## config.mk

```make
export PLATFORM = sky130hd
export DESIGN_NAME = ct_spsram_256x196_acc_ctrl
export DESIGN_NICKNAME = d
export VERILOG_FILES = /design/src/rtl/ct_spsram_256x196_acc_ctrl.sv
export SDC_FILE = /design/constraint.sdc
export NUM_CORES = 1
export LEC_CHECK = 0
export ABC_AREA = 1
export CORE_AREA = 2 2 465 467
export CTS_BUF_LIST = sky130_fd_sc_hd__clkbuf_4 sky130_fd_sc_hd__clkbuf_8
export DETAILED_ROUTE_END_ITERATION = 10
export DIE_AREA = 0 0 467 469
export HOLD_SLACK_MARGIN = 0.02
export PLACE_DENSITY_LB_ADDON = 0.25
export SETUP_SLACK_MARGIN = 0.15
export SYNTH_ARGS = -nofsm -noshare
export SYNTH_HDL_FRONTEND = slang
export SYNTH_SLANG_ARGS = --single-unit
```

## constraint.sdc

```tcl
create_clock -name forever_cpuclk -period 5.42 [get_ports forever_cpuclk]
set_input_delay 1.626 -clock forever_cpuclk [delete_from_list [all_inputs] [get_ports forever_cpuclk]]
set_output_delay 1.626 -clock forever_cpuclk [all_outputs]
set_load 0.05 [all_outputs]
```

## src/rtl/ct_spsram_256x196_acc_ctrl.sv

```systemverilog
// Requester for the 256x196 single-port SRAM: valid/ready requests become same-cycle active-low pin cycles; read data returns 2 cycles after accept via a 2-entry FIFO.
// Reads are credit-limited by the FIFO (writes never stall on rsp_rdy); CT_SPSRAM_ACC_INIT_EN adds a 256-cycle zero-fill after reset.
module ct_spsram_256x196_acc_ctrl #(
    parameter int ADDR_WIDTH = 8,
    parameter int DATA_WIDTH = 196,
    parameter int RSP_DEPTH  = 2
) (
    input  logic                  forever_cpuclk,
    input  logic                  cpurst_b,
    input  logic                  req_vld,
    output logic                  req_rdy,
    input  logic                  req_wr,
    input  logic [ADDR_WIDTH-1:0] req_addr,
    input  logic [DATA_WIDTH-1:0] req_wdata,
    input  logic [DATA_WIDTH-1:0] req_wmask,
    output logic                  rsp_vld,
    input  logic                  rsp_rdy,
    output logic [DATA_WIDTH-1:0] rsp_rdata,
    output logic                  init_done,
    output logic                  sram_cen,
    output logic                  sram_gwen,
    output logic [DATA_WIDTH-1:0] sram_wen,
    output logic [ADDR_WIDTH-1:0] sram_a,
    output logic [DATA_WIDTH-1:0] sram_d,
    input  logic [DATA_WIDTH-1:0] sram_q
);

    typedef enum logic {ST_INIT, ST_RUN} state_t;

    localparam logic [2:0] RSP_CREDITS = 3'(RSP_DEPTH);

    state_t                  state;
    logic [ADDR_WIDTH-1:0]   init_addr;
    logic                    rd_inflight;
    logic [1:0]              fifo_cnt;
    logic                    wr_ptr;
    logic                    rd_ptr;
    logic [DATA_WIDTH-1:0]   rsp_mem [RSP_DEPTH];
    logic                    push;
    logic                    pop;
    logic                    rd_credit;
    logic                    rd_accept;

`ifdef CT_SPSRAM_ACC_INIT_EN
    state_t                  state_nxt;
    logic [ADDR_WIDTH-1:0]   init_cnt;

    always_ff @(posedge forever_cpuclk or negedge cpurst_b) begin
        if (!cpurst_b) begin
            state <= ST_INIT;
        end else begin
            state <= state_nxt;
        end
    end

    always_comb begin
        state_nxt = state;
        if (state == ST_INIT && init_cnt == {ADDR_WIDTH{1'b1}}) begin
            state_nxt = ST_RUN;
        end
    end

    always_ff @(posedge forever_cpuclk or negedge cpurst_b) begin
        if (!cpurst_b) begin
            init_cnt <= '0;
        end else if (state == ST_INIT) begin
            init_cnt <= init_cnt + 1'b1;
        end
    end

    assign init_addr = init_cnt;
`else
    assign state     = ST_RUN;
    assign init_addr = '0;
`endif

    assign init_done = (state == ST_RUN);
    assign rsp_vld   = (fifo_cnt != 2'd0);
    assign rsp_rdata = rsp_mem[rd_ptr];
    assign push      = rd_inflight;
    assign pop       = rsp_vld & rsp_rdy;

    // A same-cycle pop frees a slot, which is what lets reads stream at one per cycle.
    assign rd_credit = (({1'b0, fifo_cnt} + {2'b0, rd_inflight} - {2'b0, pop}) < RSP_CREDITS);

    // Output process: pins are forced idle while reset is low so nothing reaches the array.
    always_comb begin
        req_rdy   = 1'b0;
        rd_accept = 1'b0;
        sram_cen  = 1'b1;
        sram_gwen = 1'b1;
        sram_wen  = '1;
        sram_a    = '0;
        sram_d    = '0;
        if (cpurst_b) begin
            if (state == ST_INIT) begin
                sram_cen  = 1'b0;
                sram_gwen = 1'b0;
                sram_wen  = '0;
                sram_a    = init_addr;
            end else begin
                req_rdy = req_wr | rd_credit;
                if (req_vld && req_rdy) begin
                    sram_cen = 1'b0;
                    sram_a   = req_addr;
                    if (req_wr) begin
                        sram_gwen = 1'b0;
                        sram_wen  = ~req_wmask;
                        sram_d    = req_wdata;
                    end else begin
                        rd_accept = 1'b1;
                    end
                end
            end
        end
    end

    always_ff @(posedge forever_cpuclk or negedge cpurst_b) begin
        if (!cpurst_b) begin
            rd_inflight <= 1'b0;
            fifo_cnt    <= 2'd0;
            wr_ptr      <= 1'b0;
            rd_ptr      <= 1'b0;
        end else begin
            rd_inflight <= rd_accept;
            fifo_cnt    <= fifo_cnt + {1'b0, push} - {1'b0, pop};
            wr_ptr      <= wr_ptr ^ push;
            rd_ptr      <= rd_ptr ^ pop;
        end
    end

    always_ff @(posedge forever_cpuclk) begin
        if (push) begin
            rsp_mem[wr_ptr] <= sram_q;
        end
    end

endmodule

```

Word level (Yosys, flattened, before mapping)
Memory sizes are Yosys's and may differ from the RTL's. Cells that the tools add are included.

Register bits after elaboration: 5. Bits in writable memories: 392. Output and inout port bits: 601. Logic and storage cells: 35. Memories kept: 1.

$add $sub $neg: 4. $lt $le $gt $ge: 1. Muxes and demuxes: 18. Bitwise logic cells: 5. Reduce and logical (&&, ||, !) cells: 2.

Memories: rsp_mem (depth 2, width 196, rd ports 1, clocked after memory_dff 0, wr ports 1, line 38) `logic [DATA_WIDTH-1:0] rsp_mem [RSP_DEPTH];`.

Operator list (count): 196-bit two-way mux (6); 196-bit inverter (1); 8-bit two-way mux (2); 1-bit two-way mux (10); 2-bit by 1-bit adder with 3-bit output (1); 3-bit by 2-bit less-than comparator with 1-bit output (second input constant) (1); 3-bit by 1-bit subtractor with 3-bit output (1); 2-bit by 1-bit adder with 2-bit output (1); 2-bit nonzero test (1); 2-bit by 1-bit subtractor with 2-bit output (1); 1-bit bitwise XOR (2); 1-bit bitwise AND (1); 1-bit logical AND (1); 1-bit bitwise OR (1).

Depth between registers and ports, before layout
Gate-level depths: netlist of run 1.

Word-level depth: 8. Gate-level depth with buffers: 14. Mapped depth without buffers: 14.

Worst setup path after synthesis of run 1
OpenSTA, ideal clock, no wires.

Kind: input to output. From: in rsp_rdy. To: out sram_a[0]. Data arrival time: 4.593 ns. Path slack: -0.799 ns. Stages on the path: 13. Path buffers: 0. Cells stage by stage: nand2_1 -> inv_1 -> ha_1 -> inv_1 -> ha_1 -> inv_1 -> fa_1 -> nand2_1 -> inv_1 -> nand3_1 -> nand2_1 -> nand2_1 -> nor2_1.

Cells in the longest elaborated chain, start to end: 7.

Ends and longest elaborated chain: from (decl) (line 17) `input logic rsp_rdy,`; 1-bit bitwise AND (line 81) `assign pop = rsp_vld & rsp_rdy;`; 3-bit by 1-bit subtractor with 3-bit output (line 84) `assign rd_credit = (({1'b0, fifo_cnt} + {2'b0, rd_inflight} - {2'b0, pop}) < RSP_CREDITS);`; 3-bit by 2-bit less-than comparator with 1-bit output (line 84); 1-bit bitwise OR (line 102) `req_rdy = req_wr | rd_credit;`; 1-bit logical AND (line 103) `if (req_vld && req_rdy) begin`; 8-bit two-way mux (line 103); 8-bit two-way mux (line 95) `if (cpurst_b) begin`; to (decl) (line 23) `output logic [ADDR_WIDTH-1:0] sram_a,`.

No other way between the ends.

Final worst setup path of run 1
From: in rsp_rdy. To: reg rd_ptr.

Cells in the longest elaborated chain, start to end: 2.

Ends and longest elaborated chain: 1-bit bitwise AND (line 81); 1-bit bitwise XOR (line 128) `rd_ptr <= rd_ptr ^ pop;`; to (signal assigned) (line 128); to (decl) (line 37) `logic rd_ptr;`.

No other way between the ends.

==> results.md, run 1 <==
### Setup path
- slowest stage cell, crit path: buf_4
- type of the setup path with the least slack: input pin to flop
- stage delay of the slowest cell on the critical path: 0.13 ns
- dominant cell type by count on the critical path: buf_4
- worst reg2reg startpoint: fifo_cnt[1]
- endpoint of the lowest-slack register-to-register path: rd_ptr
- Critical Path RT: 6.00 ns
- capturing element type of the critical path: flop
- crit path launch type: input pin
- critical-path maximum fanout: 2
- r2r setup slk: 0.50 ns
- Worst Reg2Reg Path Length in Cells: 38
- Data arrival, critical path: 5.89 ns

### Finish
- utilization of the core after routing: 0.173
- Sequential Area: 0.0119 mm^2
- fraction of final layout cells with drive strength greater than 1: 0.211
- final design instance area without fill: 0.0369 mm^2
- filler cell count in the final layout: 23700
- number of nets in the layout: 3574
- combined area of the multi-input logic cells: 0.00404 mm^2
- Area growth, synth to finish: 117%

### Floorplanning
- core region area: 0.214 mm^2
- number of placement rows: 170
- count of boundary I/O pins: 1202
- die area: 0.219 mm^2
- Die X-Extent: 467 um
- y dimension of the die: 469 um
- effective utilization at floorplan: 0.0795

### Synth
- share of synthesized cell area in and, or, nand and nor gates: 0.221
- Post-Synthesis Cells: 1705
- Post-Synthesis Mean Instance Area: 9.97 um^2
- xor and xnor fraction of the mapped netlist area: 0.000515
- Synth cell types: 17
- multiplexer fraction of the synthesized cell area: 0
- number of register bits inferred by synthesis: 397
- largest family of logic cells by synthesized area: simple AND/OR/NAND/NOR gates
- share of the synthesized area in compound gates (AO/OA/AOI/OAI): 0
- Synth Cell Area: 0.0170 mm^2
- cell types with the largest area share after synthesis: edfxtp_1 69%, nand2_1 17%, inv_1 4.7%, nor2_1 4.5%, buf_2 1.2%
- Synth Warn #: 0
- post-synthesis sequential area ratio: 0.700
- Post-Synth Adder-Cell Area: 0.00412
- cell type contributing the most total cell area after synthesis: edfxtp_1
- proportion of netlist area held by the largest area contributor: 0.692
- synthesized net count: 2311

### Drt
- Starting DRT DRC Count: 863
- count of unresolved DRC violations after routing: 0
- First-pass DRT Iterations: 5
- detailed-route vias per instance: 2.93
- average wire per cell in the routed design: 25.5 um
- DRT Wirelength: 150000 um
- total via count after detailed routing: 17200
- final antenna-violating net count: 0

### Clock network
- latest clock arrival within the worst-skew pair: 0.79 ns
- count of clock tree sinks: 397
- number of clock buffers inserted by TritonCTS: 71
- root buffer cell: clkbuf_8
- TritonCTS clock tree: built
- H-tree depth: 3
- maximum number of buffers from clock root to sink: 3
- clock edge transition at the registers on the reported setup and hold paths: 0.05 ns

### STA
- timing-limited maximum frequency: 0.189 GHz
- clock tree skew after final layout: 0.0702 ns
- Worst Tran Pin Value: 0.852 ns
- final worst-path cycle share: 0.979
- Final Max Tran Viols: 0
- RSZ-0062 raised after global routing: true
- minimum period implied by the final worst setup slack: 5.30 ns
- Hold Fails Final Rpt: 0
- total of endpoints with negative setup slack in the final report: 0
- final hold slack: 0.570 ns
- max-slew headroom at the worst pin: 0.430

### Min path
- Hold Path End: fifo_cnt[0]
- worst hold path cell count: 1
- type of the tightest min-delay check: flop to flop
- critical hold path startpoint: fifo_cnt[0]

### GRT
- wire length of the first global-routing pass: 185000 um
- aggregate global-route resource usage: 0.130
- total congestion overflow: 0
- vias in the first global route: 17500
- number of antenna violations at the first check in global routing: 91
- pin count of the biggest net entering global routing: 101

### Pwr
- leakage power: 14.5 nW
- peak supply drop: 278 uV
- PwrDens: 376 mW/mm^2

### Placed design
- port buffer count: 1200
- total cell area at the placement stage: 0.0351 mm^2
- final estimated routing congestion in global placement: 0.856
- post-DP HPWL: 127000 um

### Flow run
- max-cap violation count: 0

### Status
- result of the run: finished clean

-- cell type report --
cell class	instances	share of cell area
repair buffers	1275	0.410
clock buffers	92	0.0307
multi-input cells	1007	0.109
well taps	2838	0.0961
flip-flops and latches	397	0.322
inverters	216	0.0226
clock inverters	26	0.00752
diodes	28	0.00190
-- how the worst max path moves through the flow --
stage	slack [ns]	to	cells after the start	from
floorplan	0.17	sram_a[1]	13	rsp_rdy
CTS	0.18	sram_wen[98]	6	cpurst_b
global placement	-0.29	sram_cen	15	rsp_rdy
global route	0.13	rd_ptr	38	rsp_rdy
detailed placement	-0.18	sram_cen	15	rsp_rdy
finish	0.12	rd_ptr	38	rsp_rdy
-- Yosys cell counts --
cell        n
inv_2       2
edfxtp_1  392
nand3_2     1
or2_2       1
conb_1      1
buf_2      41
nand3_1     1
nor2_1    205
fa_1        1
dfrtp_1     5
inv_1     214
buf_4      20
buf_1       1
xor2_1      1
nand2_1   791
clkbuf_1   24
ha_1        4
-- flip-flops by register name, summed over array words and instances, names as in the netlist --
name and flops:
wr_ptr 1, fifo_cnt 2, rsp_mem 392, push 1
rd_ptr 1
-- layout by cell type, fill, tap and decap left out --
cell type | netlist | routed
buf_12 | 0 | 286
buf_4 | 20 | 201
buf_6 | 0 | 16
bufinv_16 | 0 | 3
clkbuf_4 | 0 | 21
clkbuf_8 | 0 | 71
clkdlybuf4s15_1 | 0 | 1
clkdlybuf4s50_1 | 0 | 771
clkinv_1 | 0 | 12
clkinv_2 | 0 | 2
clkinv_4 | 0 | 1
clkinv_8 | 0 | 4
clkinvlp_4 | 0 | 1
conb_1 | 1 | 1
dfrtp_1 | 5 | 4
dfrtp_4 | 0 | 1
diode_2 | 0 | 28
edfxtp_1 | 392 | 392
fa_1 | 1 | 1
ha_4 | 0 | 4
inv_1 | 214 | 210
inv_12 | 0 | 1
inv_16 | 0 | 2
inv_2 | 2 | 3
inv_4 | 0 | 1
inv_8 | 0 | 2
nand2_1 | 791 | 787
nand2_2 | 0 | 1
nand2_4 | 0 | 1
nand2_8 | 0 | 3
nand3_4 | 0 | 2
nor2_1 | 205 | 197
nor2_4 | 0 | 8
or2_2 | 1 | 1
xor2_1 | 1 | 1
-- stage by stage --
step	TNS, ns	power (mW)	instances	setup WS, ns
global route	0	14.6	5861	0.131
finish	0	13.9	5879	0.116
CTS	0	14.2	5850	0.176
detailed placement	-1.31	11.0	5697	-0.178
floorplan	0	7.65	1705	0.166
global placement	-2.39	11.1	5697	-0.290
-- report_power, final --
group / total (mW) / switching, mW / internal (mW) / leakage (nW)
clock: 2.89 / 1.35 / 1.54 / 0.734
sequential: 3.77 / 0.106 / 3.66 / 3.61
combinational: 7.21 / 4.97 / 2.25 / 10.1
-- repair_timing --
action                                  4_1_cts  5_1_grt
hold buffers                                  0        0
endpoints found under the setup margin       14       13
resized for setup                            10       28
pin swaps                                     6        4
buffers inserted                             34        1
gates cloned                                  1        0
-- routing by layer --
layer	share of wire	vias to the layer above	global-route usage
met5	0.0022	-	0
met4	0.033	52	0.0484
met3	0.084	216	0.0471
met2	0.53	852	0.239
met1	0.35	8260	0.133
li1	-	7843	-
-- critical path, delay by kind of cell --
family / cells / cell delay [ns]
and+or+nand+nor: 1 / 0.04
buffers and inverters: 36 / 4.07
xor gates and xnor gates: 1 / 0.13
-- cells by family after synthesis --
family / Yosys count
and+or+nand+nor: 999
other: 1
DFF: 397
buffers and inverters: 302
adders and majority gates: 5
xor gates and xnor gates: 1
Power figures use the tool's default switching activity.
==> run 2, diff against run 1 <==
ABC_AREA = unset   (was 1)
CORE_AREA = 2 2 464 466   (was 2 2 465 467)
DIE_AREA = 0 0 466 468   (was 0 0 467 469)
==> run 2 against run 1 <==
  * Clock-buffer cell count increased by 7
  * Cell count decreased by 8.4%
  * Wire length increased by 18%
  * Die area decreased by 0.43%
  * Cell area increased by 1.4%
  * Sequential share of layout area decreased by 0.45 points
  * Area after synthesis decreased by 0.23%
  * Non-clock buffer count decreased by 2
  * Global-route usage increased by 2.5 points
  * First-iteration DRC count decreased by 13%
  * Synthesized cell count decreased by 35%
==> results.md, run 2 <==
### Synth
- commonest cells in the netlist: 392 x edfxtp_1, 198 x nand2_1, 196 x and2_1, 196 x mux2_2, 35 x buf_4
- cell types with the largest area share after synthesis: edfxtp_1 69%, mux2_2 13%, and2_1 7.2%, nand2_1 4.4%, buf_4 1.5%
- synthesized net count: 1713
- Synth Warn #: 0
- number of register bits inferred by synthesis: 397
- number of synthesized flops with an enable pin: 392
- most frequent cell after synthesis: edfxtp_1
- dominant register cell in the synthesized netlist: edfxtp_1
- post-synthesis sequential area ratio: 0.701
- proportion of synthesized flip-flops having asynchronous set or reset: 0.0126
- Synth Cell Area: 0.0170 mm^2
- cell type contributing the most total cell area after synthesis: edfxtp_1
- Synth cell types: 21
- Post-Synthesis Mean Instance Area: 15.3 um^2
- Post-Synthesis Cells: 1107
- proportion of netlist area held by the largest area contributor: 0.694

### Drt
- average wire per cell in the routed design: 32.8 um
- First-pass DRT Iterations: 5
- detailed-route vias per instance: 2.89
- total via count after detailed routing: 15600
- final antenna-violating net count: 0
- Starting DRT DRC Count: 755
- DRT Wirelength: 177000 um
- count of unresolved DRC violations after routing: 0

### Pwr
- peak supply drop: 204 uV
- PwrDens: 341 mW/mm^2
- leakage power: 12.7 nW

### GRT
- vias in the first global route: 15500
- aggregate global-route resource usage: 0.155
- fraction of met1 tracks used by global routing: 0.140
- number of antenna violations at the first check in global routing: 139
- total congestion overflow: 0
- pin count of the biggest net entering global routing: 100
- met2 Track Usage GR: 0.292
- GRT Max-Usage Layer: met2
- wire length of the first global-routing pass: 207000 um
- met3 layer usage reported by global route: 0.0628

### Finish
- Area growth, synth to finish: 121%
- final design instance area without fill: 0.0375 mm^2
- Largest register FFs: 392
- most frequent standard cell in the layout excluding fill and tap cells: clkdlybuf4s50_1
- number of nets in the layout: 2990
- utilization of the core after routing: 0.176
- highest-count cells in the layout ignoring fill and taps: 795 x clkdlybuf4s50_1, 392 x edfxtp_1, 320 x buf_12
- most flop-heavy register: rsp_mem
- fraction of final layout cells with drive strength greater than 1: 0.333
- leading registers by flop count: rsp_mem: 392 flops, fifo_cnt: 2 flops

### Floorplanning
- die area: 0.218 mm^2
- effective utilization at floorplan: 0.0795
- core region area: 0.213 mm^2
- number of placement rows: 170
- y dimension of the die: 468 um
- count of boundary I/O pins: 1202
- Die X-Extent: 466 um

### Clock network
- clock edge transition at the registers on the reported setup and hold paths: 0.05 ns
- number of clock buffers inserted by TritonCTS: 76
- root buffer cell: clkbuf_8
- maximum number of buffers from clock root to sink: 3
- latest clock arrival within the worst-skew pair: 0.78 ns
- TritonCTS clock tree: built
- H-tree depth: 3
- CTS hold repair buffers: 0
- count of clock tree sinks: 397

### STA
- timing-limited maximum frequency: 0.189 GHz
- clock tree skew after final layout: 0.0904 ns
- Final Max Tran Viols: 0
- max-slew headroom at the worst pin: 0.410
- Hold Fails Final Rpt: 0
- RSZ-0062 raised after global routing: true
- final worst-path cycle share: 0.977
- minimum period implied by the final worst setup slack: 5.30 ns
- total of endpoints with negative setup slack in the final report: 0
- Worst Tran Pin Value: 0.885 ns

### Setup path
- type of the setup path with the least slack: input pin to flop
- stage delay of the slowest cell on the critical path: 0.57 ns
- Critical Path RT: 6.03 ns
- crit path launch type: input pin
- dominant cell type by count on the critical path: buf_4
- Top Family by Delay on Critical Path: buffers and inverters
- Data arrival, critical path: 5.91 ns
- number of buffer and inverter stages on the critical path: 26
- critical-path maximum fanout: 4
- slowest stage cell, crit path: fa_2
- capturing element type of the critical path: flop

### Placed design
- final estimated routing congestion in global placement: 0.974
- post-DP HPWL: 154000 um
- port buffer count: 1200
- total cell area at the placement stage: 0.0353 mm^2

### Status
- result of the run: finished clean

### Flow run
- max-cap violation count: 0

### Min path
- type of the tightest min-delay check: flop to flop

==> run 2: changes by cell type in the layout (fill, tap and decap cells not counted), moves of 5 or more <==
cell,change
and2_1,+196
buf_12,+34
buf_4,-56
clkbuf_8,+5
clkdlybuf4s50_1,+24
diode_2,+80
inv_1,-205
mux2_2,+196
nand2_1,-589
nand4_1,+16
nor2_1,-197
nor2_4,-8
o21ai_2,+9
==> run 2: per-layer routing <==
layer,vias up,part of all wire
met3,332,0.091
li1,6632,-
met5,-,0.0015
met4,38,0.056
met1,7590,0.31
met2,994,0.54
==> run 2: path summary, 6_finish.rpt <==
kind                       slack, ns     endpoint  cells after the start   startpoint
setup / recovery                0.12         push                     32      rsp_rdy
hold / removal                  0.58  fifo_cnt[0]                      1  fifo_cnt[0]
setup reg to reg                0.57         push                     31  fifo_cnt[1]
hold reg to reg                 0.58  fifo_cnt[0]                      1  fifo_cnt[0]
max in group asynchronous       3.86       wr_ptr                      2     cpurst_b
min in group asynchronous       1.29       rd_ptr                      2     cpurst_b
==> run 2: power breakdown <==
part / internal, mW / switching, mW / total, mW
combinational: 2.35 / 3.60 / 5.94
clock: 1.69 / 1.41 / 3.09
sequential: 3.62 / 0.110 / 3.73
==> run 2: kinds of logic (layout without fill, tap and decap cells) <==
group / Yosys count / count (layout) / synth area share
mux: 196 / 196 / 0.130
compound gates: 11 / 11 / 0.00354
flops: 397 / 397 / 0.701
simple gates: 414 / 414 / 0.123
xor+xnor: 2 / 2 / 0.00103
other cells: 1 / 109 / 0.000221
fa+ha+maj: 5 / 5 / 0.00413
buf+inv: 81 / 1415 / 0.0361
==> run 2: repair_timing <==
item / 4_1_cts / 5_1_grt
buffers inserted: 22 / 3
pin swaps: 4 / 6
resized for setup: 15 / 12
endpoints found under the setup margin: 10 / 9
gates cloned: 1 / 0
==> run 2: per-stage QoR <==
step | TNS (ns) | std cells | power (mW) | setup slack, ns | hold WS (ns)
2_1_floorplan | -0.0403 | 1107 | 7.02 | -0.0403 | 0.494
3_3_place_gp | -0.698 | 5118 | 9.58 | -0.123 | 0.538
3_5_place_dp | -0.637 | 5118 | 9.56 | -0.140 | 0.526
4_1_cts | 0 | 5276 | 13.0 | 0.195 | 0.568
5_1_grt | 0 | 5355 | 13.3 | 0.118 | 0.592
6_report | 0 | 5387 | 12.8 | 0.122 | 0.579
==> run 2: cell type report <==
class,count,area (um^2)
Antenna cell,108,270
Inverter,7,28.8
Fill cell,23500,176000
Timing Repair Buffer,1273,15600
Sequential cell,397,11900
Multi-Input combinational cell,629,4550
Clock inverter,36,334
Tap cell,2838,3550
Clock buffer,99,1220
==> run 3, diff against run 2 <==
CORE_AREA = 2 2 472 474   (was 2 2 464 466)
DIE_AREA = 0 0 474 476   (was 0 0 466 468)
GPL_TIMING_DRIVEN = 0   (was unset)
clock period = 5.3 ns   (was 5.42 ns; I/O delays follow)
==> run 3 against run 2 <==
  * Flip-flop and latch count unchanged
  * Non-clock buffer count up 12
  * Setup slack better by 0.055 ns
  * Critical path type is now input pin to primary output
  * Largest cell class unchanged
==> results.md, run 3 (synthesis results as in run 2) <==
### Setup path
- Data arrival, critical path: 3.53 ns
- critical-path maximum fanout: 10
- crit path cell chain: clkdlybuf4s50_1, and3_1, buf_6, buf_6, buf_6, and2_1, clkdlybuf4s15_2
- launching instance or port of the critical path: req_wr
- type of the setup path with the least slack: input pin to primary output
- worst reg2reg startpoint: wr_ptr
- dominant cell type by count on the critical path: buf_6
- Critical Path RT: 3.71 ns
- Worst Reg2Reg Path Length in Cells: 6
- endpoint of the lowest-slack register-to-register path: rsp_mem[0][124]
- slowest stage cell, crit path: clkdlybuf4s50_1
- r2r setup slk: 2.53 ns
- crit path launch type: input pin
- stage delay of the slowest cell on the critical path: 0.48 ns
- capturing element type of the critical path: primary output

### GRT
- number of antenna violations at the first check in global routing: 66
- total congestion overflow: 0
- wire length of the first global-routing pass: 189000 um
- pin count of the biggest net entering global routing: 50
- vias in the first global route: 16000
- aggregate global-route resource usage: 0.133

### Finish
- Largest register FFs: 392
- Area growth, synth to finish: 101%
- most frequent standard cell in the layout excluding fill and tap cells: clkdlybuf4s50_1
- fraction of final layout cells with drive strength greater than 1: 0.260
- filler cell count in the final layout: 24700
- most flop-heavy register: rsp_mem
- highest-count cells in the layout ignoring fill and taps: 785 x clkdlybuf4s50_1, 392 x edfxtp_1, 196 x mux2_2, 196 x nand2_1, 195 x and2_1
- final design instance area without fill: 0.0341 mm^2
- number of nets in the layout: 3000
- leading registers by flop count: rsp_mem: 392 flops, fifo_cnt: 2 flops
- utilization of the core after routing: 0.154

### Clock network
- root buffer cell: clkbuf_8
- H-tree depth: 3
- TritonCTS clock tree: built
- count of clock tree sinks: 397
- latest clock arrival within the worst-skew pair: 0.75 ns
- clock edge transition at the registers on the reported setup and hold paths: 0.06 ns
- CTS hold repair buffers: 0
- maximum number of buffers from clock root to sink: 3
- number of clock buffers inserted by TritonCTS: 74

### Drt
- average wire per cell in the routed design: 28.8 um
- Starting DRT DRC Count: 731
- First-pass DRT Iterations: 5
- total via count after detailed routing: 15100
- count of unresolved DRC violations after routing: 0
- DRT Wirelength: 157000 um
- final antenna-violating net count: 0
- detailed-route vias per instance: 2.76

### STA
- max-slew headroom at the worst pin: 0.405
- RSZ-0062 raised after global routing: true
- clock tree skew after final layout: 0.0446 ns
- timing-limited maximum frequency: 0.195 GHz
- Hold Fails Final Rpt: 0
- final worst-path cycle share: 0.966
- total of endpoints with negative setup slack in the final report: 0
- minimum period implied by the final worst setup slack: 5.12 ns
- Final Max Tran Viols: 0
- Worst Tran Pin Value: 0.890 ns
- least setup slack across all paths after layout: 0.178 ns

### Placed design
- total cell area at the placement stage: 0.0330 mm^2
- port buffer count: 1199
- final estimated routing congestion in global placement: 0.946
- post-DP HPWL: 137000 um
- dpl ws: -1.42 ns

### Floorplanning
- number of placement rows: 173
- count of boundary I/O pins: 1202
- y dimension of the die: 476 um
- effective utilization at floorplan: 0.0767
- Die X-Extent: 474 um
- die area: 0.226 mm^2
- core region area: 0.221 mm^2

### Min path
- Hold Path End: fifo_cnt[0]
- type of the tightest min-delay check: flop to flop
- critical hold path startpoint: fifo_cnt[0]
- worst hold path cell count: 1

### Pwr
- peak supply drop: 236 uV
- leakage power: 11.2 nW
- PwrDens: 364 mW/mm^2

### Status
- result of the run: finished clean

### Flow run
- max-cap violation count: 0

run 3: cell types whose count changed in the layout (fill, tap and decap cells not counted), sizes merged, moves of 10 or more:
cell / before / now
buf: 478 / 126
clkbuf: 99 / 142
clkdlybuf4s15: 0 / 154
clkdlybuf4s50: 795 / 785
diode: 108 / 31
dlygate4sd2: 0 / 170
run 3: stage by stage:
step | std cells | hold slack (ns) | setup TNS, ns | power (mW)
2_1_floorplan | 1107 | 0.494 | -0.0883 | 7.18
3_3_place_gp | 5281 | 0.524 | -374.42 | 9.73
3_5_place_dp | 5289 | 0.518 | -181.35 | 9.70
4_1_cts | 5422 | 0.571 | 0 | 12.7
5_1_grt | 5436 | 0.601 | 0 | 13.0
6_report | 5454 | 0.565 | 0 | 12.4
run 3: cell type report:
cell class              instances  area [um^2]  area share
clock buffers                  99         1210      0.0353
flip-flops and latches        397        11900       0.349
repair buffers               1211        11900       0.347
diodes                         31         77.6     0.00227
plain buffers                  74          626      0.0183
well taps                    2975         3720       0.109
clock inverters                31          203     0.00594
inverters                       7         26.3    0.000770
multi-input cells             629         4520       0.132
run 3: per-layer routing:
layer  up-vias  GRT usage  share of wire
li1       6573          -              -
met1      7326      0.113           0.30
met2       873      0.263           0.56
met3       257     0.0487          0.085
met4        40     0.0729          0.062
met5         -          0         0.0016
run 3: power by group:
group | switching (mW) | internal (mW)
Clock | 1.39 | 1.50
Sequential | 0.0474 | 3.69
Combinational | 3.70 | 2.08
Total | 5.14 | 7.28
run 3: worst max-delay path: cells and delay by family:
kind	cells	cell delay, ns
buffers and inverters	5	1.49
and+or+nand+nor	2	0.41
run 3: worst max-delay path by stage:
| stage | endpoint | cells past startpoint |
|---|---|---|
| detailed placement | sram_d[8] | 6 |
| global placement | sram_d[8] | 6 |
| CTS | rsp_rdata[162] | 5 |
| finish | sram_d[107] | 7 |
| floorplan | sram_a[0] | 9 |
| global route | sram_wen[42] | 7 |
run 3: timing repair:
item                       4_1_cts  5_1_grt
gates cloned                     1        0
pin swaps                        4        5
gates resized for setup        905      112
setup endpoints to repair      536       96
buffers inserted                 2        1
